==> src/rtl/serial_subtractor_pkg.sv <==
// Shared types and constants for the bit-serial subtractor.
package serial_subtractor_pkg;

  localparam int unsigned DEFAULT_WIDTH = 8;

  typedef enum logic [1:0] {
    StIdle,
    StRun,
    StDone
  } state_e;

endpackage

==> src/rtl/serial_subtractor_if.sv <==
// Request/result bundle between a requester and the serial subtractor.
interface serial_subtractor_if #(
  parameter int unsigned WIDTH = serial_subtractor_pkg::DEFAULT_WIDTH
);

  logic             start;
  logic [WIDTH-1:0] a;
  logic [WIDTH-1:0] b;
  logic             bin;
  logic             busy;
  logic             done;
  logic [WIDTH-1:0] diff;
  logic             bout;
  logic             ovf;

  modport master (
    output start, a, b, bin,
    input  busy, done, diff, bout, ovf
  );

  modport slave (
    input  start, a, b, bin,
    output busy, done, diff, bout, ovf
  );

endinterface

==> src/rtl/serial_subtractor_full_subtractor.sv <==
// One-bit full subtractor cell: d = x - y - bin with borrow-out.
module full_subtractor (
  input  logic x,
  input  logic y,
  input  logic bin,
  output logic d,
  output logic bout
);

  assign d    = x ^ y ^ bin;
  assign bout = (~x & y) | (~(x ^ y) & bin);

endmodule

==> src/rtl/serial_subtractor.sv <==
// Bit-serial a - b - bin, LSB first, one bit per clock through a single full-subtractor cell.
module serial_subtractor
  import serial_subtractor_pkg::*;
#(
  parameter int unsigned WIDTH = DEFAULT_WIDTH
) (
  input  logic                clk,
  input  logic                rst_n,
  serial_subtractor_if.slave  bus
);

  localparam int unsigned       CntW    = $clog2(WIDTH + 1);
  localparam logic [CntW-1:0]   LastBit = CntW'(WIDTH - 1);

  state_e           state_q, state_d;
  logic [WIDTH-1:0] x_q, x_d;
  logic [WIDTH-1:0] y_q, y_d;
  logic [WIDTH-1:0] res_q, res_d;
  logic [WIDTH-1:0] diff_q, diff_d;
  logic [CntW-1:0]  cnt_q, cnt_d;
  logic             br_q, br_d;
  logic             bout_q, bout_d;
  logic             ovf_q, ovf_d;
  logic             cell_d, cell_bout;

  full_subtractor u_cell (
    .x    (x_q[0]),
    .y    (y_q[0]),
    .bin  (br_q),
    .d    (cell_d),
    .bout (cell_bout)
  );

  always_comb begin
    state_d = state_q;
    x_d     = x_q;
    y_d     = y_q;
    res_d   = res_q;
    diff_d  = diff_q;
    cnt_d   = cnt_q;
    br_d    = br_q;
    bout_d  = bout_q;
    ovf_d   = ovf_q;
    unique case (state_q)
      StIdle: begin
        if (bus.start) begin
          state_d = StRun;
          x_d     = bus.a;
          y_d     = bus.b;
          br_d    = bus.bin;
          res_d   = '0;
          cnt_d   = '0;
        end
      end
      StRun: begin
        x_d   = x_q >> 1;
        y_d   = y_q >> 1;
        br_d  = cell_bout;
        res_d = {cell_d, res_q[WIDTH-1:1]};
        cnt_d = cnt_q + CntW'(1);
        if (cnt_q == LastBit) begin
          state_d = StDone;
          diff_d  = {cell_d, res_q[WIDTH-1:1]};
          bout_d  = cell_bout;
          // On the last bit x/y are the operand MSBs and cell_d is the result MSB.
          ovf_d   = (x_q[0] ^ y_q[0]) & (x_q[0] ^ cell_d);
        end
      end
      StDone:  state_d = StIdle;
      default: state_d = StIdle;
    endcase
  end

  always_ff @(posedge clk or negedge rst_n) begin
    if (!rst_n) begin
      state_q <= StIdle;
      x_q     <= '0;
      y_q     <= '0;
      res_q   <= '0;
      diff_q  <= '0;
      cnt_q   <= '0;
      br_q    <= 1'b0;
      bout_q  <= 1'b0;
      ovf_q   <= 1'b0;
    end else begin
      state_q <= state_d;
      x_q     <= x_d;
      y_q     <= y_d;
      res_q   <= res_d;
      diff_q  <= diff_d;
      cnt_q   <= cnt_d;
      br_q    <= br_d;
      bout_q  <= bout_d;
      ovf_q   <= ovf_d;
    end
  end

  assign bus.busy = (state_q == StRun);
  assign bus.done = (state_q == StDone);
  assign bus.diff = diff_q;
  assign bus.bout = bout_q;
  assign bus.ovf  = ovf_q;

endmodule
==> src/flat_wrapper.sv <==
// flat-port wrapper written by rule: the top's interface ports become plain ports
module serial_subtractor_flat import serial_subtractor_pkg::*;
#(
  parameter int unsigned WIDTH = DEFAULT_WIDTH
)
  (clk, rst_n, bus_start, bus_a, bus_b, bus_bin, bus_busy, bus_done, bus_diff, bus_bout, bus_ovf);
  serial_subtractor_if #(.WIDTH(WIDTH)) bus_i ();
  input  logic clk;
  input  logic rst_n;
  input wire logic [$bits(bus_i.start)-1:0] bus_start;
  input wire logic [$bits(bus_i.a)-1:0] bus_a;
  input wire logic [$bits(bus_i.b)-1:0] bus_b;
  input wire logic [$bits(bus_i.bin)-1:0] bus_bin;
  output wire logic [$bits(bus_i.busy)-1:0] bus_busy;
  output wire logic [$bits(bus_i.done)-1:0] bus_done;
  output wire logic [$bits(bus_i.diff)-1:0] bus_diff;
  output wire logic [$bits(bus_i.bout)-1:0] bus_bout;
  output wire logic [$bits(bus_i.ovf)-1:0] bus_ovf;
  assign bus_i.start = bus_start;
  assign bus_i.a = bus_a;
  assign bus_i.b = bus_b;
  assign bus_i.bin = bus_bin;
  assign bus_busy = bus_i.busy;
  assign bus_done = bus_i.done;
  assign bus_diff = bus_i.diff;
  assign bus_bout = bus_i.bout;
  assign bus_ovf = bus_i.ovf;
  serial_subtractor #(.WIDTH(WIDTH)) u_core (.clk(clk), .rst_n(rst_n), .bus(bus_i));
endmodule
==> config.mk <==
export PLATFORM = sky130hd
export DESIGN_NAME = serial_subtractor_flat
export DESIGN_NICKNAME = d
export VERILOG_FILES = /design/src/rtl/serial_subtractor_pkg.sv /design/src/rtl/serial_subtractor_if.sv /design/src/rtl/serial_subtractor_full_subtractor.sv /design/src/rtl/serial_subtractor.sv /design/src/flat_wrapper.sv
export SDC_FILE = /design/constraint.sdc
export NUM_CORES = 1
export LEC_CHECK = 0
export CAP_MARGIN = 25
export CORE_MARGIN = 2
export CORE_UTILIZATION = 35
export DETAILED_ROUTE_END_ITERATION = 8
export RECOVER_POWER = 25
export SKIP_LAST_GASP = 1
export SLEW_MARGIN = 40
export SYNTH_ARGS = -nofsm -noshare
export SYNTH_HDL_FRONTEND = slang
export SYNTH_SLANG_ARGS = --single-unit
export TNS_END_PERCENT = 10
==> constraint.sdc <==
create_clock -name clk -period 2 [get_ports clk]
set_input_delay 0.2 -clock clk [delete_from_list [all_inputs] [get_ports clk]]
set_output_delay 0.2 -clock clk [all_outputs]
set_load 0.1 [all_outputs]
Word level (Yosys, flattened, before mapping)
Cells that the tools add are included.
Widths: inputs -> output; s select.

operators by class
  $add $sub $neg = 1
  multipliers = 0
  divide/modulo/power cells = 0
  $lt $le $gt $ge = 0
  equality and inequality tests = 5
  shift-type cells = 0
  mux-type cells = 13
  bitwise gates (word level) = 9
  reductions and logical operators = 5

operator list
  kind                 number
  $pmux 8 s2           3
  $mux 8               3
  $pmux 4 s2           1
  $reduce_and 2->1     3
  $add 4x1->4 const B  1
  $eq 4x3->1 const B   1
  $mux 2               2
  $mux 4               1
  $pmux 2 s2           1
  $and 1x1->1          3
  $xor 1x1->1          3
  $eq 2x1->1 const B   1
  $eq 2x2->1 const B   1
  $logic_not 2->1      1
  $ne 2x1->1 const B   1
  $ne 2x2->1 const B   1
  $not 1->1            2
  $pmux 1 s2           1
  $reduce_bool 2->1    1
  $mux 1               1
  $or 1x1->1           1

word-level totals
  bits in registers = 41
  latch bits = 0
  bits in writable memories = 0
  ROM bits = 0
  memories kept = 0

Depth between registers and ports, before layout
Gate-level depths: netlist of run 1.

  depth in word-level cells = 5
  gate-level depth with buffers = 5

Modules after synthesis
From an unflattened synthesis of run 1, not the netlist that was laid out.

unflattened totals
  cell total of the unflattened synthesis = 164
  area, all modules = 1851.8 µm²

by module, submodules not included
  module             times used  cells each  area each (µm²)  seq. area each (µm²)
  serial_subtractor  1           160         1820.5           1001.0
  full_subtractor    1           4           31.3             0.0

Least setup slack after synthesis of run 1
Ideal clock, no wire load.

  kind = register to output
  start = register u_core.state_q[0]
  end = output port bus_done
  data arrival time = 1.946 ns
  setup slack = -0.146 ns
  stages on the path, launching flop included = 3
  buffers on the path = 1
  path through = dfrtp_1 -> clkbuf_1 -> nor2b_1

on the way
  cells in the longest elaborated chain, start to end = 1

ends and longest elaborated chain
  element                   line                     RTL
  start: declaration        serial_subtractor.sv:15  state_e state_q, state_d;
  start signal: assignment  serial_subtractor.sv:76  state_q <= StIdle;
  start signal: assignment  serial_subtractor.sv:86  state_q <= state_d;
  $eq 2x2->1                serial_subtractor.sv:99  assign bus.done = (state_q == StDone);
  end: declaration          flat_wrapper.sv:15       output wire logic [$bits(bus_i.done)-1:0] bus_done;

No other way between the ends.

Worst setup path in the final report of run 1
  start = register u_core.cnt_q[0]
  end = register u_core.diff_q[4], in the netlist u_core.bus.diff[4]

on the way
  cells in the longest elaborated chain, start to end = 2

ends and longest elaborated chain
  element                            line                     RTL
  start: declaration                 serial_subtractor.sv:20  logic [CntW-1:0] cnt_q, cnt_d;
  start signal: assignment           serial_subtractor.sv:91  cnt_q <= cnt_d;
  $eq 4x3->1                         serial_subtractor.sv:61  if (cnt_q == LastBit) begin
  $reduce_and 2->1 (no source line)  --
  end signal: assignment             serial_subtractor.sv:90  diff_q <= diff_d;
  end: declaration                   serial_subtractor.sv:19  logic [WIDTH-1:0] diff_q, diff_d;

No other way between the ends.
A chain may end at the register's enable or synchronous reset.

==> results of run 1 <==
-- cell usage in the layout, fill, tap and decap left out, types with 2 or more instances in the layout --
| cell | count |
|---|---|
| clkdlybuf4s50_1 | 18 |
| a22oi_1 | 15 |
| a21oi_1 | 4 |
| buf_12 | 2 |
| o21ai_0 | 13 |
| clkbuf_8 | 6 |
| a22o_1 | 11 |
| clkbuf_1 | 2 |
| nand2_1 | 12 |
| mux2_2 | 11 |
| buf_4 | 18 |
| nor2_1 | 6 |
| o22ai_1 | 2 |
| dfrtp_1 | 40 |
| inv_1 | 4 |
| nor2b_1 | 5 |
| ha_1 | 2 |
-- through the flow --
| step | cells | worst slack, ns | util |
|---|---|---|---|
| after floorplan | 144 | 0.00102 | - |
| after global placement | 241 | 0.440 | 0.447 |
| after detailed placement | 241 | 0.396 | 0.447 |
| after CTS | 250 | 0.377 | 0.468 |
| after global routing | 250 | 0.257 | 0.468 |
| final | 250 | 0.393 | 0.468 |
-- per-layer routing --
layer / global-route usage / vias up
li1: - / 594
met1: 0.199 / 629
met2: 0.241 / 33
met3: 0.0521 / 2
met4: 0.0424 / 0
met5: 0 / -
-- power by group through the flow --
stage / clock [uW] / sequential (uW) / combinational, uW
3_5_place_dp: 0 / 1360 / 1810
2_1_floorplan: 0 / 1920 / 785
5_1_grt: 595 / 1380 / 1950
4_1_cts: 565 / 1340 / 1820
6_report: 543 / 1340 / 1800
3_3_place_gp: 0 / 1340 / 1780
-- repair_timing --
| item | CTS | global route |
|---|---|---|
| hold buffers | 1 | 0 |
| hold endpoints to repair | 25 | 0 |
| resized for setup | 0 | 0 |
| buffers inserted | 0 | 0 |
-- sequential cells by signal (all words and copies together) (netlist names) --
signal,count
u_core.bus.diff,8
u_core.x_q,8
u_core.y_q,8
u_core.res_q,7
u_core.cnt_q,4
u_core.state_q,2
u_core.br_q,1
u_core.bus.bout,1
u_core.bus.ovf,1
-- worst max path at each step --
stage	slack (ns)	cells past startpoint	to	from
2_1_floorplan	0.001	3	u_core.res_q[2]$_DFFE_PN0P_	u_core.state_q[1]$_DFFE_PN0P_
3_3_place_gp	0.44	4	u_core.bus.ovf$_DFFE_PN0P_	u_core.x_q[0]$_DFFE_PN0P_
3_5_place_dp	0.40	5	u_core.bus.diff[2]$_DFFE_PN0P_	u_core.cnt_q[0]$_DFFE_PN0P_
4_1_cts	0.38	5	u_core.bus.diff[2]$_DFFE_PN0P_	u_core.cnt_q[0]$_DFFE_PN0P_
5_1_grt	0.26	5	u_core.bus.diff[6]$_DFFE_PN0P_	u_core.cnt_q[0]$_DFFE_PN0P_
6_report	0.39	5	u_core.bus.diff[4]$_DFFE_PN0P_	u_core.cnt_q[0]$_DFFE_PN0P_
-- final cells by class --
class / count / area [sq um] / area share
clock buffers: 8 / 90.1 / 0.0407
inverters: 4 / 15.0 / 0.00679
multi-input cells: 91 / 651 / 0.294
flip-flops and latches: 40 / 1000 / 0.453
well taps: 67 / 83.8 / 0.0379
repair buffers: 40 / 370 / 0.168
-- critical path, stage by stage, from the launching register on --
cell and delay (ns):
dfrtp_1 0.42, ha_1 0.19, nand2_1 0.08, nor3b_2 0.22, buf_4 0.22, mux2_2 0.35
-- logic make-up (layout without fill, tap and decap cells) --
family,after synthesis,count (layout),synth area share
and+or+nand+nor,27,27,0.0778
muxes,11,11,0.0726
AOI/OAI and AO/OA,49,49,0.198
DFF,40,40,0.587
buffers and inverters,13,52,0.0330
adders and majority gates,3,3,0.0264
xor gates and xnor gates,1,1,0.00514
==> qor.csv, run 1 <==
stage,metric,value,unit
outcome,status,"finished, final reports clean",
die,ioPinCount,32,
sta,fin_crit,1.61,ns
cts,root_buffer,clkbuf_8,
drt,ant_nets,0,
drt,drt-met1-wl,1680,microns
setup_path,startpoint_type,flop,
pwr,p_total,3690,uW
global_route,grt_overflow,0,
die,core,4720,sq um
drt,routedWlPerCell,14.2,microns
cells_and_area,nFillCells,453,
sta,final-hold-violation-count,0,
cells_and_area,final_nets,205,
yosys,syn_nets,167,
sta,tightest_slew,0.675,ns
setup_path,worstSetupEndpointType,flop,
hold_path,hold_path_class,input pin to asynchronous set/reset pin,
sta,holdWs,0.488,ns
cts,cts-htree-levels,2,
cts,clockBufferDepth,2,
cts,cts_tree,done,
cts,clock_latency,0.28,ns
setup_path,reg2reg_setup_slack,0.39,ns
placement,hpwlAfterDp,2460,microns
sta,rsz0062_at_grt,no,
sta,setup_viol,0,
yosys,synth_top_cell_area_share,0.587,
global_route,grt_pass1_vias,1314,
drt,wl_met2,1690,microns
pwr,power_frac_comb,0.489,
global_route,grt_max_degree,28,
drt,drt_first_pass_iters,4,
cells_and_area,areaGrowthSynthToFinish,29.6,%
pwr,p_clk_frac,0.147,
yosys,synth_top_area_cell,dfrtp_1,
placement,gp_congestion,0.694,
die,dieArea,5450,sq um
drt,totalWireLength,3560,microns
yosys,yosysMostFrequentCell,dfrtp_1,
cells_and_area,design_area,2210,sq um
drt,avgViaCountPerCell,5.03,
setup_path,reg2regPathDepth,5,
setup_path,worstReg2RegEnd,u_core.bus.diff[4]$_DFFE_PN0P_,
cells_and_area,drive_gt1_frac,0.224,
die,die_w,73.8,microns
die,dieHeight,73.8,microns
placement,place_area,2110,sq um
pwr,p_leak,0.000975,uW
yosys,ys.flop_type,dfrtp_1,
job,cap_violations,0,
pwr,worst_ir_drop_vdd,0.497,mV
global_route,track_usage,0.152,
drt,drtIter0Drc,40,
cts,cts_buffers,5,
yosys,yosysWarningCount,0,
drt,highest_layer,met4,
drt,wl_met3,173,microns
sta,slew_violations,0,
sta,worst_clock_skew,0.00619,ns
pwr,power_density,1670,nW/um^2
global_route,grt_pass1_wl,6220,microns
yosys,syn_avg_cell_area,11.8,sq um
pwr,switching_share,0.448,
global_route,antenna_found_initial,0,
drt,drcViolationCount,0,
cells_and_area,diodes,0,
setup_path,cp.required,2.17,ns
cts,cts.clk_slew.worst_paths,0.07,ns
yosys,synth_area,1710,sq um
yosys,synthDistinctLibCells,24,
setup_path,path_class,flop to flop,
sta,fmax,622,MHz
die,start_util,0.361,
pwr,seq_power_share,0.364,
yosys,synthArstFlopShare,1.00,
placement,io_buffers,31,
cts,cts_sinks,40,
pwr,p_switching,1650,uW
yosys,ys_seq_area_frac,0.587,
drt,vias,1258,
die,rows,25,
setup_path,r2r-start,u_core.cnt_q[0]$_DFFE_PN0P_,
setup_path,critPathMaxFanout,10,
yosys,synth_edf_count,0,
sta,slew-limit-headroom,0.550,
yosys,synth_cells,144,
yosys,ys_ff_latch,40,
yosys,yosys-top-cells-count,"40 x dfrtp_1, 15 x a22oi_1, 13 x o21ai_0",
pwr,internal_power,2040,uW
sta,tns,0,ns
sta,fin_crit_sh,0.804,
setup_path,worstPathArrival,1.77,ns
yosys,ys_top_cells_by_area,"dfrtp_1 59%, mux2_2 7.3%, a22oi_1 6.6%, a22o_1 5.6%, o21ai_0 3.8%",
(Power assumes the default switching activity.)
==> run 2: changes to the inputs <==
==> constraint.sdc (replaced) <==
create_clock -name clk -period 1.63 [get_ports clk]
set_input_delay 0.163 -clock clk [delete_from_list [all_inputs] [get_ports clk]]
set_output_delay 0.163 -clock clk [all_outputs]
set_load 0.1 [all_outputs]
==> qor.csv, run 2 (synthesis results as in run 1) <==
stage,metric,value,unit
drt,ant_nets,0,
sta,final-hold-violation-count,0,
setup_path,reg2reg_setup_slack,0.04,ns
sta,slew_violations,0,
cells_and_area,drive_gt1_frac,0.239,
setup_path,path_class,flop to flop,
sta,setup_viol,0,
cts,cts_sinks,40,
placement,gp_congestion,0.784,
cts,cts_tree,done,
pwr,power_density,2140,nW/um^2
hold_path,hold_start,bus_b[7],
pwr,switching_share,0.413,
setup_path,startpoint_type,flop,
job,cap_violations,0,
setup_path,worstPathArrival,1.77,ns
cts,cts_buffers,5,
pwr,p_clk_frac,0.171,
cts,clockBufferDepth,2,
cells_and_area,design_area,2410,sq um
hold_path,hold_path_class,input pin to flop,
cts,root_buffer,clkbuf_8,
cells_and_area,nFillCells,408,
die,core,4720,sq um
sta,tightest_slew,1.03,ns
placement,io_buffers,31,
setup_path,worstSetupEndpointType,flop,
cells_and_area,diodes,0,
cells_and_area,areaGrowthSynthToFinish,41.3,%
cells_and_area,final_nets,206,
pwr,seq_power_share,0.329,
sta,rsz0062_at_grt,yes,
drt,drt_first_pass_iters,4,
outcome,status,"finished, final reports clean",
hold_path,whs_path_depth,2,
global_route,antenna_found_initial,0,
die,dieHeight,73.8,microns
die,dieArea,5450,sq um
pwr,p_leak,0.00104,uW
cts,clock_latency,0.29,ns
global_route,track_usage,0.161,
drt,routedWlPerCell,14.7,microns
pwr,worst_ir_drop_vdd,0.816,mV
sta,tns,0,ns
sta,fin_crit_sh,0.978,
placement,place_area,2260,sq um
hold_path,holdPathEnd,u_core.y_q[7]$_DFFE_PN0P_,
drt,drcViolationCount,0,
sta,slew-limit-headroom,0.315,
cts,cts-htree-levels,2,
setup_path,cp.required,1.80,ns
setup_path,reg2regPathDepth,4,
setup_path,critPathMaxFanout,3,
pwr,internal_power,3020,uW
sta,fmax,627,MHz
setup_path,r2r-start,u_core.x_q[0]$_DFFE_PN0P_,
drt,drtIter0Drc,60,
die,die_w,73.8,microns
drt,avgViaCountPerCell,5.10,
cells_and_area,final_common_cell,dfrtp_1,
pwr,p_switching,2130,uW
die,start_util,0.361,
sta,worst_clock_skew,0.0109,ns
setup_path,worstReg2RegEnd,u_core.bus.ovf$_DFFE_PN0P_,
die,ioPinCount,32,
die,rows,25,
cells_and_area,final_cell_mix,"40 x dfrtp_1, 18 x clkdlybuf4s50_1, 15 x a22oi_1",
global_route,grt_pass1_vias,1345,
drt,totalWireLength,3700,microns
placement,hpwlAfterDp,2520,microns
cts,cts.clk_slew.worst_paths,0.08,ns
global_route,grt_max_degree,24,
pwr,power_frac_comb,0.500,
sta,fin_crit,1.59,ns
global_route,grt_overflow,0,
drt,vias,1281,
global_route,grt_pass1_wl,6540,microns
-- run 2: layout make-up --
type	count	area, sq um	area share
flip-flops and latches	40	1000	0.415
multi-input cells	91	653	0.271
repair buffers	41	531	0.220
clock buffers	7	96.3	0.0400
well taps	67	83.8	0.0348
clock inverters	1	30.0	0.0125
inverters	4	15.0	0.00623
-- run 2: metrics by stage --
step,hold WS [ns],cells,worst slack (ns),power (uW),util
5_1_grt,0.485,251,-0.0233,5440,0.510
3_5_place_dp,0.124,241,0.0305,4270,0.479
2_1_floorplan,-0.133,144,-0.369,3310,-
4_1_cts,0.348,250,0.0299,5160,0.508
3_3_place_gp,0.110,241,0.0965,4190,0.479
6_report,0.484,251,0.0362,5150,0.510
-- run 2: critical path, cell delays in order (launching register included) --
cell and delay [ns]:
dfrtp_1 0.43, fa_2 0.62, xnor2_1 0.12, nor2_1 0.05, mux2_2 0.25
-- run 2: what timing repair did --
item                                   in CTS  in global routing
hold buffers                                1                  0
gates resized for setup                     0                  2
setup buffers                               0                  1
endpoints found under the hold margin      17                  0
setup endpoints to repair                   0                 10
-- run 2: how the worst max path moves through the flow --
stage | startpoint | endpoint | slack (ns) | depth (start not counted)
4_1_cts | u_core.cnt_q[1]$_DFFE_PN0P_ | u_core.bus.diff[2]$_DFFE_PN0P_ | 0.03 | 5
2_1_floorplan | u_core.state_q[1]$_DFFE_PN0P_ | u_core.res_q[2]$_DFFE_PN0P_ | -0.37 | 3
3_3_place_gp | u_core.x_q[0]$_DFFE_PN0P_ | u_core.bus.ovf$_DFFE_PN0P_ | 0.1 | 4
6_report | u_core.x_q[0]$_DFFE_PN0P_ | u_core.bus.ovf$_DFFE_PN0P_ | 0.04 | 4
5_1_grt | u_core.x_q[0]$_DFFE_PN0P_ | u_core.bus.ovf$_DFFE_PN0P_ | -0.02 | 4
3_5_place_dp | u_core.cnt_q[1]$_DFFE_PN0P_ | u_core.bus.diff[7]$_DFFE_PN0P_ | 0.03 | 5
-- run 2: layer usage --
metal,track usage,wire [microns],vias to the layer above
met5,0,0,-
li1,-,-,600
met4,0.0545,50,0
met2,0.254,1810,33
met1,0.212,1700,644
met3,0.0480,143,4
-- run 2: power by group through the flow --
stage	registers [uW]	logic, uW	clock network (uW)
after floorplan	2350	963	0
after global placement	1700	2490	0
after detailed placement	1720	2550	0
after CTS	1700	2560	904
after global routing	1750	2740	951
final	1690	2570	878
==> run 3: changes to the inputs <==
--- a/config.mk
+++ b/config.mk
@@ -5,8 +5,9 @@
 export SDC_FILE = /design/constraint.sdc
 export NUM_CORES = 1
 export LEC_CHECK = 0
+export ABC_AREA = 0
 export CAP_MARGIN = 25
-export CORE_MARGIN = 2
+export CORE_MARGIN = 10
 export CORE_UTILIZATION = 35
 export DETAILED_ROUTE_END_ITERATION = 8
 export RECOVER_POWER = 25
==> qor.csv, run 3 (synthesis results as in run 1) <==
stage,metric,value,unit
outcome,status,"finished, final reports clean",
cts,clockBufferDepth,2,
placement,post-place-ws,0.0431,ns
setup_path,worstSetupEndpointType,flop,
sta,tns,0,ns
cts,clock_latency,0.29,ns
cts,cts_sinks,40,
cts,root_buffer,clkbuf_8,
drt,totalWireLength,3830,microns
die,dieHeight,89.8,microns
hold_path,hold_path_class,input pin to flop,
setup_path,cp.required,1.81,ns
cts,cts_buffers,5,
sta,rsz0062_at_grt,yes,
cells_and_area,multiInputGateArea,657,sq um
cells_and_area,final_cell_mix,"40 x dfrtp_1, 18 x clkdlybuf4s50_1, 15 x a22oi_1",
die,core,4720,sq um
placement,gp_congestion,0.728,
drt,routedWlPerCell,15.1,microns
die,die_w,89.8,microns
die,rows,25,
global_route,grt_overflow,0,
hold_path,whs_path_depth,2,
setup_path,startpoint_type,flop,
sta,worst_clock_skew,0.00419,ns
placement,io_buffers,31,
cells_and_area,final_nets,210,
pwr,power_density,2090,nW/um^2
sta,slew-limit-headroom,0.338,
sta,setup_viol,0,
setup_path,critPathMaxFanout,3,
pwr,p_leak,0.00105,uW
setup_path,worstPathArrival,1.75,ns
pwr,worst_ir_drop_vdd,0.886,mV
drt,ant_nets,0,
die,dieArea,8060,sq um
placement,hpwlAfterDp,2690,microns
global_route,grt_pass1_vias,1343,
sta,fmax,634,MHz
drt,avgViaCountPerCell,5.08,
cts,cts-htree-levels,2,
cells_and_area,stdcell_count,254,
setup_path,reg2regPathDepth,5,
drt,vias,1290,
cells_and_area,final_common_cell,dfrtp_1,
cts,cts_tree,done,
job,cap_violations,0,
cells_and_area,areaGrowthSynthToFinish,40.9,%
sta,slew_violations,0,
sta,setup_ws,0.0535,ns
cells_and_area,drive_gt1_frac,0.251,
sta,fin_crit,1.58,ns
sta,fin_crit_sh,0.967,
cells_and_area,nFillCells,403,
cells_and_area,diodes,0,
drt,drcViolationCount,0,
setup_path,path_class,flop to flop,
global_route,track_usage,0.0992,
placement,dp_cells,243,
sta,tightest_slew,0.993,ns
cts,cts.clk_slew.worst_paths,0.07,ns
global_route,grt_max_degree,41,
global_route,grt_pass1_wl,6690,microns
die,ioPinCount,32,
drt,drt_first_pass_iters,4,
sta,final-hold-violation-count,0,
drt,drtIter0Drc,55,
die,start_util,0.361,
global_route,antenna_found_initial,0,
cells_and_area,register_area,1000,sq um
run 3: power by group:
part           switching, uW  total, uW  internal (uW)
logic                   1480       2610           1130
clock network            325        701            377
registers                321       1700           1380
run 3: per-stage QoR:
step / hold slack [ns] / utilization / instance area, sq um / total power (uW)
floorplan: -0.133 / - / 1710 / 3310
global placement: 0.241 / 0.479 / 2260 / 4190
detailed placement: 0.254 / 0.479 / 2260 / 4270
CTS: 0.457 / 0.502 / 2370 / 4990
global route: 0.479 / 0.509 / 2400 / 5320
finish: 0.462 / 0.509 / 2400 / 5020
run 3: final timing paths:
path	slack, ns	from	to
worst max register to register	0.05	u_core.br_q$_DFFE_PN0P_	u_core.bus.ovf$_DFFE_PN0P_
worst min register to register	0.49	u_core.y_q[1]$_DFFE_PN0P_	u_core.y_q[1]$_DFFE_PN0P_
max in group asynchronous	0.38	rst_n	u_core.state_q[1]$_DFFE_PN0P_
min in group asynchronous	0.65	rst_n	u_core.y_q[1]$_DFFE_PN0P_
worst min-delay path	0.46	bus_b[7]	u_core.y_q[7]$_DFFE_PN0P_
worst max-delay path	0.05	u_core.br_q$_DFFE_PN0P_	u_core.bus.ovf$_DFFE_PN0P_
run 3: area by class of cell:
class	count	area share
clock buffers	7	0.0401
inverters	4	0.00625
multi-input cells	91	0.273
flip-flops and latches	40	0.416
well taps	67	0.0349
repair buffers	45	0.229
run 3: what timing repair did:
| action | 4_1_cts | 5_1_grt |
|---|---|---|
| endpoints found under the setup margin | 0 | 10 |
| setup buffers | 0 | 2 |
| hold buffers | 1 | 0 |
| resized for setup | 0 | 5 |
| endpoints found under the hold margin | 40 | 0 |
run 3: layer usage:
layer  vias to the layer above  global-route usage  routed length, microns
met5                         -                   0                       0
met4                         0              0.0404                      66
met3                         6              0.0416                     280
met2                        32               0.148                    1740
met1                       647               0.123                    1740
li1                        605                   -                       -
run 3: worst max-delay path: stages, from the launching register on:
cell     delay, ns
dfrtp_1       0.34
inv_1         0.07
fa_1          0.60
xnor2_1       0.14
nor2_1        0.05
mux2_2        0.26
==> edit 1: new RTL, settings of run 2 <==
Re-encode `state_e` (3 states) as one-hot, 3 bits wide.
--- a/src/rtl/serial_subtractor_pkg.sv
+++ b/src/rtl/serial_subtractor_pkg.sv
@@ -4,8 +4,8 @@
   localparam int unsigned DEFAULT_WIDTH = 8;
 
-  typedef enum logic [1:0] {
-    StIdle,
-    StRun,
-    StDone
+  typedef enum logic [2:0] {
+    StIdle = 3'b001,
+    StRun  = 3'b010,
+    StDone = 3'b100
   } state_e;
 
Formal check against the unedited RTL: same outputs for any inputs over 10 cycles, from zero or initial values and one cycle with rst_n low; not proved beyond that.
==> edit 1 against run 2 <==
Global-route usage shrank 2.8 points; synthesized area rose by 8.3%; sequential cell count is 1 higher; critical path depth unchanged; power down 31%; final area is 5.3% higher; worst setup slack worse by 0.0054 ns; routed wire length shrank 3.7%.
==> edit 1: results (changes against run 2) <==
Outcome = finished clean (unchanged)
Post-synthesis cell count = 172 (was 144)
Number of global-route vias before repair = 1337 (was 1345)
Distinct cell type count after synthesis = 34 (was 24)
HPWL Detailed = 2540 um (was 2520 um)
GPL Wtd Cong = 0.707 (was 0.784)
Via density = 4.74 (was 5.10)
Synth top cells by count = 40 x dfrtp_1, 32 x nand2_1, 17 x nor2_1 (was 40 x dfrtp_1, 15 x a22oi_1, 13 x o21ai_0)
Mapped Nets = 195 (was 167)
Total number of vias = 1350 (was 1281)
Fraction of layout cells with a size suffix above 1 = 23.7% (was 23.9%)
Area occupied by multi-input gates = 741 um2 (was 653 um2)
Placed cell count = 275 (was 241)
Data arrival time of the critical path = 1.44 ns (was 1.77 ns)
Reg2reg start = u_core.state_q[0]$_DFFE_PN1P_ (was u_core.x_q[0]$_DFFE_PN0P_)
Largest net degree at the start of global routing = 33 (was 24)
Worst path max stage delay = 0.41 ns (was 0.62 ns)
Worst Hold End = u_core.x_q[7]$_DFFE_PN0P_ (was u_core.y_q[7]$_DFFE_PN0P_)
Number of fill cells in the layout = 480 (was 408)
Total GRT Usage = 13.4% (was 16.1%)
Lkg Pwr = 1.14 nW (was 1.04 nW)
Post-layout nets = 238 (was 206)
Final WL = 3560 um (was 3700 um)
CP top delay family = simple AND/OR/NAND/NOR gates (was adder cells)
Global-route wire length before repair = 6300 um (was 6540 um)
Peak supply drop = 645 uV (was 816 uV)
Hold depth = 3 (was 2)
Cell Area, Placed = 0.00242 mm2 (was 0.00226 mm2)
Hold Startpoint = bus_a[7] (was bus_b[7])
Post-synthesis sequential area ratio = 55.6% (was 58.7%)
Worst clock skew = 0.00408 ns (was 0.0109 ns)
Relative slew slack = 41.9% (was 31.5%)
FF-to-FF End = u_core.bus.diff[5]$_DFFE_PN0P_ (was u_core.bus.ovf$_DFFE_PN0P_)
Max stage delay cell, worst path = or3b_4 (was fa_2)
-- edit 1: changes by cell type in the layout (fill, tap and decap cells not counted), sizes merged, moves of 3 or more --
cell and change:
a31oi +13, a22oi -15, nor2b -5, nand2 +20
o21ai -8, a22o -3, nor2 +11, buf +7
nand3 +4
-- edit 1: final cells by class --
cell class              count  share of cell area (%)
flip-flops and latches     41                    40.5
multi-input cells         113                    29.2
well taps                  70                    3.45
inverters                   5                    1.03
repair buffers             49                    22.5
clock buffers               7                    3.40
-- edit 1: cell families (layout without fill, tap and decap cells) --
logic type	after synthesis	after routing	synth area share, %
xor gates and xnor gates	2	2	0.949
and+or+nand+nor	63	63	15.7
adders and majority gates	3	3	2.44
AOI/OAI and AO/OA	35	35	12.5
buffers and inverters	18	61	5.15
muxes	10	10	7.66
DFF	41	41	55.6
-- edit 1: worst register-to-register path: stages (launching register included) --
cell and delay (ns):
dfstp_2 0.37, or3b_4 0.41, nor3_4 0.20, buf_4 0.17, mux2_2 0.33
-- edit 1: how the worst max path moves through the flow --
stage | slack, ns | end | depth (start not counted) | start
4_1_cts | -0.01 | u_core.br_q$_DFFE_PN0P_ | 6 | u_core.state_q[0]$_DFFE_PN1P_
6_report | 0.03 | bus_busy | 4 | u_core.state_q[0]$_DFFE_PN1P_
5_1_grt | -0.03 | u_core.br_q$_DFFE_PN0P_ | 6 | u_core.state_q[2]$_DFFE_PN0P_
3_5_place_dp | -0.002 | u_core.bus.diff[7]$_DFFE_PN0P_ | 4 | u_core.state_q[2]$_DFFE_PN0P_
3_3_place_gp | 0.03 | u_core.bus.ovf$_DFFE_PN0P_ | 4 | u_core.state_q[2]$_DFFE_PN0P_
2_1_floorplan | -0.24 | u_core.x_q[6]$_DFFE_PN0P_ | 7 | u_core.state_q[0]$_DFFE_PN1P_
-- edit 1: report_power, final --
| part | switching (mW) | internal, mW |
|---|---|---|
| clock | 0.326 | 0.336 |
| combinational | 0.766 | 0.636 |
| sequential | 0.168 | 1.32 |
| total | 1.26 | 2.29 |
-- edit 1: what timing repair did --
action | in CTS | in global routing
resized for setup | 5 | 4
pin swaps | 1 | 0
setup endpoints to repair | 7 | 17
setup buffers | 3 | 0
hold buffers | 1 | 0
cloned | 0 | 0
hold endpoints to repair | 13 | 0
-- edit 1: metrics by stage --
stage | setup WS [ns] | TNS (ns)
after global routing | -0.0256 | -0.0643
after detailed placement | -0.00227 | -0.00227
after floorplan | -0.245 | -3.14
final | 0.0308 | 0
after global placement | 0.0311 | 0
after CTS | -0.00984 | -0.0195
-- edit 1: per-layer routing --
layer  wire length, um  track usage, %  up-vias  part of all wire (%)
met3               146            3.67        6                   4.1
met2              1590            19.4       26                    45
met5                 0               0        -                     0
met4                72            6.00        0                   2.0
met1              1750            18.6      642                    49
li1                  -               -      676                     -
==> edit 2: new RTL, settings of run 2 <==
Made on the original files. Set the package constant `DEFAULT_WIDTH` to 4 (it was 8).
--- a/src/rtl/serial_subtractor_pkg.sv
+++ b/src/rtl/serial_subtractor_pkg.sv
@@ -2,5 +2,5 @@
 package serial_subtractor_pkg;
 
-  localparam int unsigned DEFAULT_WIDTH = 8;
+  localparam int unsigned DEFAULT_WIDTH = 4;
 
   typedef enum logic [1:0] {
Ports: changed (resized bus_a, bus_b and bus_diff); port bits go from 32 to 20. The function was not compared with the original's and may differ.
==> edit 2 against run 2 <==
The flow now finishes with violations (design-rule violations); maximum frequency fell by 0.31%; sequential cell count fell by 17; critical path depth decreased by 1; power is 37% lower; final area shrank 42%; synthesized area fell by 38%; count of clock-buffer cells in the layout decreased by 4; die area down 36%; worst setup slack worse by 0.0050 ns; final cell count fell by 41%; routed wire length down 42%; synthesized cell count decreased by 35%; critical endpoint is now bus_busy; largest power group unchanged; highest routed layer unchanged.
==> edit 2: results (changes against run 2) <==
Final Total Pwr = 3.23 mW (was 5.15 mW)
HPWL Detailed = 1600 um (was 2520 um)
GPL Wtd Cong = 0.738 (was 0.784)
Port bufs = 19 (was 31)
Non-clock buffers = 23 (was 41)
Global-route wire length before repair = 3620 um (was 6540 um)
Via density = 5.30 (was 5.10)
Placed cell count = 143 (was 241)
M1 GR Usage = 20.1% (was 21.2%)
Total number of vias = 779 (was 1281)
Fraction of layout cells with a size suffix above 1 = 24.1% (was 23.9%)
Multi-input combinational area share = 30.4% (was 27.1%)
Hold Crit Class = input port to asynchronous set/reset pin (was input port to register)
Met1 WL = 1050 um (was 1700 um)
Post-layout nets = 133 (was 206)
Routed length on met2 = 1010 um (was 1810 um)
DRT Pass-1 Iters = 6 (was 4)
Residual DRC = 1 (was 0)
Number of global-route vias before repair = 802 (was 1345)
Mapped Nets = 109 (was 167)
Clock buffers = 3 (was 7)
Failing checks = design-rule violations
H-tree Lvls = 1 (was 2)
DR WL/cell = 14.5 um (was 14.7 um)
Seq/total area = 41.4% (was 41.5%)
Outcome = finished, violations left (was finished clean)
Crit share post-route = 98.1% (was 97.8%)
WL met3 = 44 um (was 143 um)
Post-synthesis sequential area ratio = 54.6% (was 58.7%)
Root buf cell = clkbuf_4 (was clkbuf_8)
Clock-pin transition on the worst setup and hold timing paths = 0.13 ns (was 0.08 ns)
Worst clock skew = 0.00587 ns (was 0.0109 ns)
Data buffer area share = 21.3% (was 22.0%)
Synth Register Bits = 23 (was 40)
GR Layer Usage met2 = 19.8% (was 25.4%)
Worst Tran Pin Value = 0.573 ns (was 1.03 ns)
Inverters = 8 (was 4)
Comb_multi_in = 58 (was 91)
CTS buffer count = 3 (was 5)
Data arrival time of the critical path = 1.44 ns (was 1.77 ns)
Synth top cells by count = 23 x dfrtp_1, 10 x o22ai_1, 7 x inv_1, 7 x o21ai_0 (was 40 x dfrtp_1, 15 x a22oi_1, 13 x o21ai_0)
Synth warn = 0 (unchanged)
Hold WS = 0.347 ns (was 0.484 ns)
Pre-CTS setup slack = 0.134 ns (was 0.0305 ns)
Synth area leaders = dfrtp_1 55%, o22ai_1 5.9%, mux2_2 4.3% (was dfrtp_1 59%, mux2_2 7.3%, a22oi_1 6.6%)
DR iter-0 viols = 22 (was 60)
Clock network contribution to total cell area = 1.97% (was 5.24%)
Cell Area, Placed = 0.00137 mm2 (was 0.00226 mm2)
Sequential Power Share = 33.3% (was 32.9%)
Post-synthesis cell count = 93 (was 144)
Met3 usage = 1.98% (was 4.80%)
Pint = 1.69 mW (was 3.02 mW)
Lkg Pwr = 0.641 nW (was 1.04 nW)
Peak supply drop = 762 uV (was 816 uV)
Total GRT Usage = 13.6% (was 16.1%)
Part of the power in combinational logic = 58.4% (was 50.0%)
Worst-skew pair later-pin latency = 0.31 ns (was 0.29 ns)
Distinct cell type count after synthesis = 25 (was 24)
Core area = 0.00281 mm2 (was 0.00472 mm2)
Number of fill cells in the layout = 258 (was 408)
==> edit 2: cell count changes after synthesis, moves of 4 or more <==
cell / before / now
a22o_1: 11 / 5
a22oi_1: 15 / 0
clkbuf_1: 5 / 0
dfrtp_1: 40 / 23
mux2_2: 11 / 4
nand2_1: 12 / 6
nor2b_1: 6 / 2
o21ai_0: 13 / 7
o22ai_1: 2 / 10
==> edit 2: cell families (layout without fill, tap and decap cells) <==
group	count (synthesis)	count (layout)	synth area share [%]
adder cells (fa/ha/maj)	4	4	5.46
AND/OR/NAND/NOR	16	16	9.26
AO/OA/AOI/OAI	33	33	20.2
XOR/XNOR	1	1	0.832
multiplexers	4	4	4.28
buffers and inverters	12	35	5.34
flip-flops	23	23	54.6
==> edit 2: critical path, stage by stage (launching register included) <==
cell     delay, ns
dfrtp_2       0.52
or2b_1        0.28
inv_2         0.13
buf_12        0.19
==> edit 2: path summary, 6_finish.rpt <==
path | start | endpoint | cells past startpoint
min in group clk | bus_b[3] | u_core.y_q[3]$_DFFE_PN0P_ | 3
worst max register to register | u_core.cnt_q[0]$_DFFE_PN0P_ | u_core.bus.diff[0]$_DFFE_PN0P_ | 4
worst min register to register | u_core.cnt_q[2]$_DFFE_PN0P_ | u_core.cnt_q[2]$_DFFE_PN0P_ | 2
worst max-delay path | u_core.state_q[0]$_DFFE_PN0P_ | bus_busy | 3
worst min-delay path | rst_n | u_core.x_q[2]$_DFFE_PN0P_ | 2
max in group asynchronous | rst_n | u_core.state_q[1]$_DFFE_PN0P_ | 2
==> edit 2: what timing repair did <==
item / CTS / global route
pin swaps: 0 / 0
endpoints found under the setup margin: 1 / 2
resized for setup: 1 / 1
buffers inserted: 0 / 0
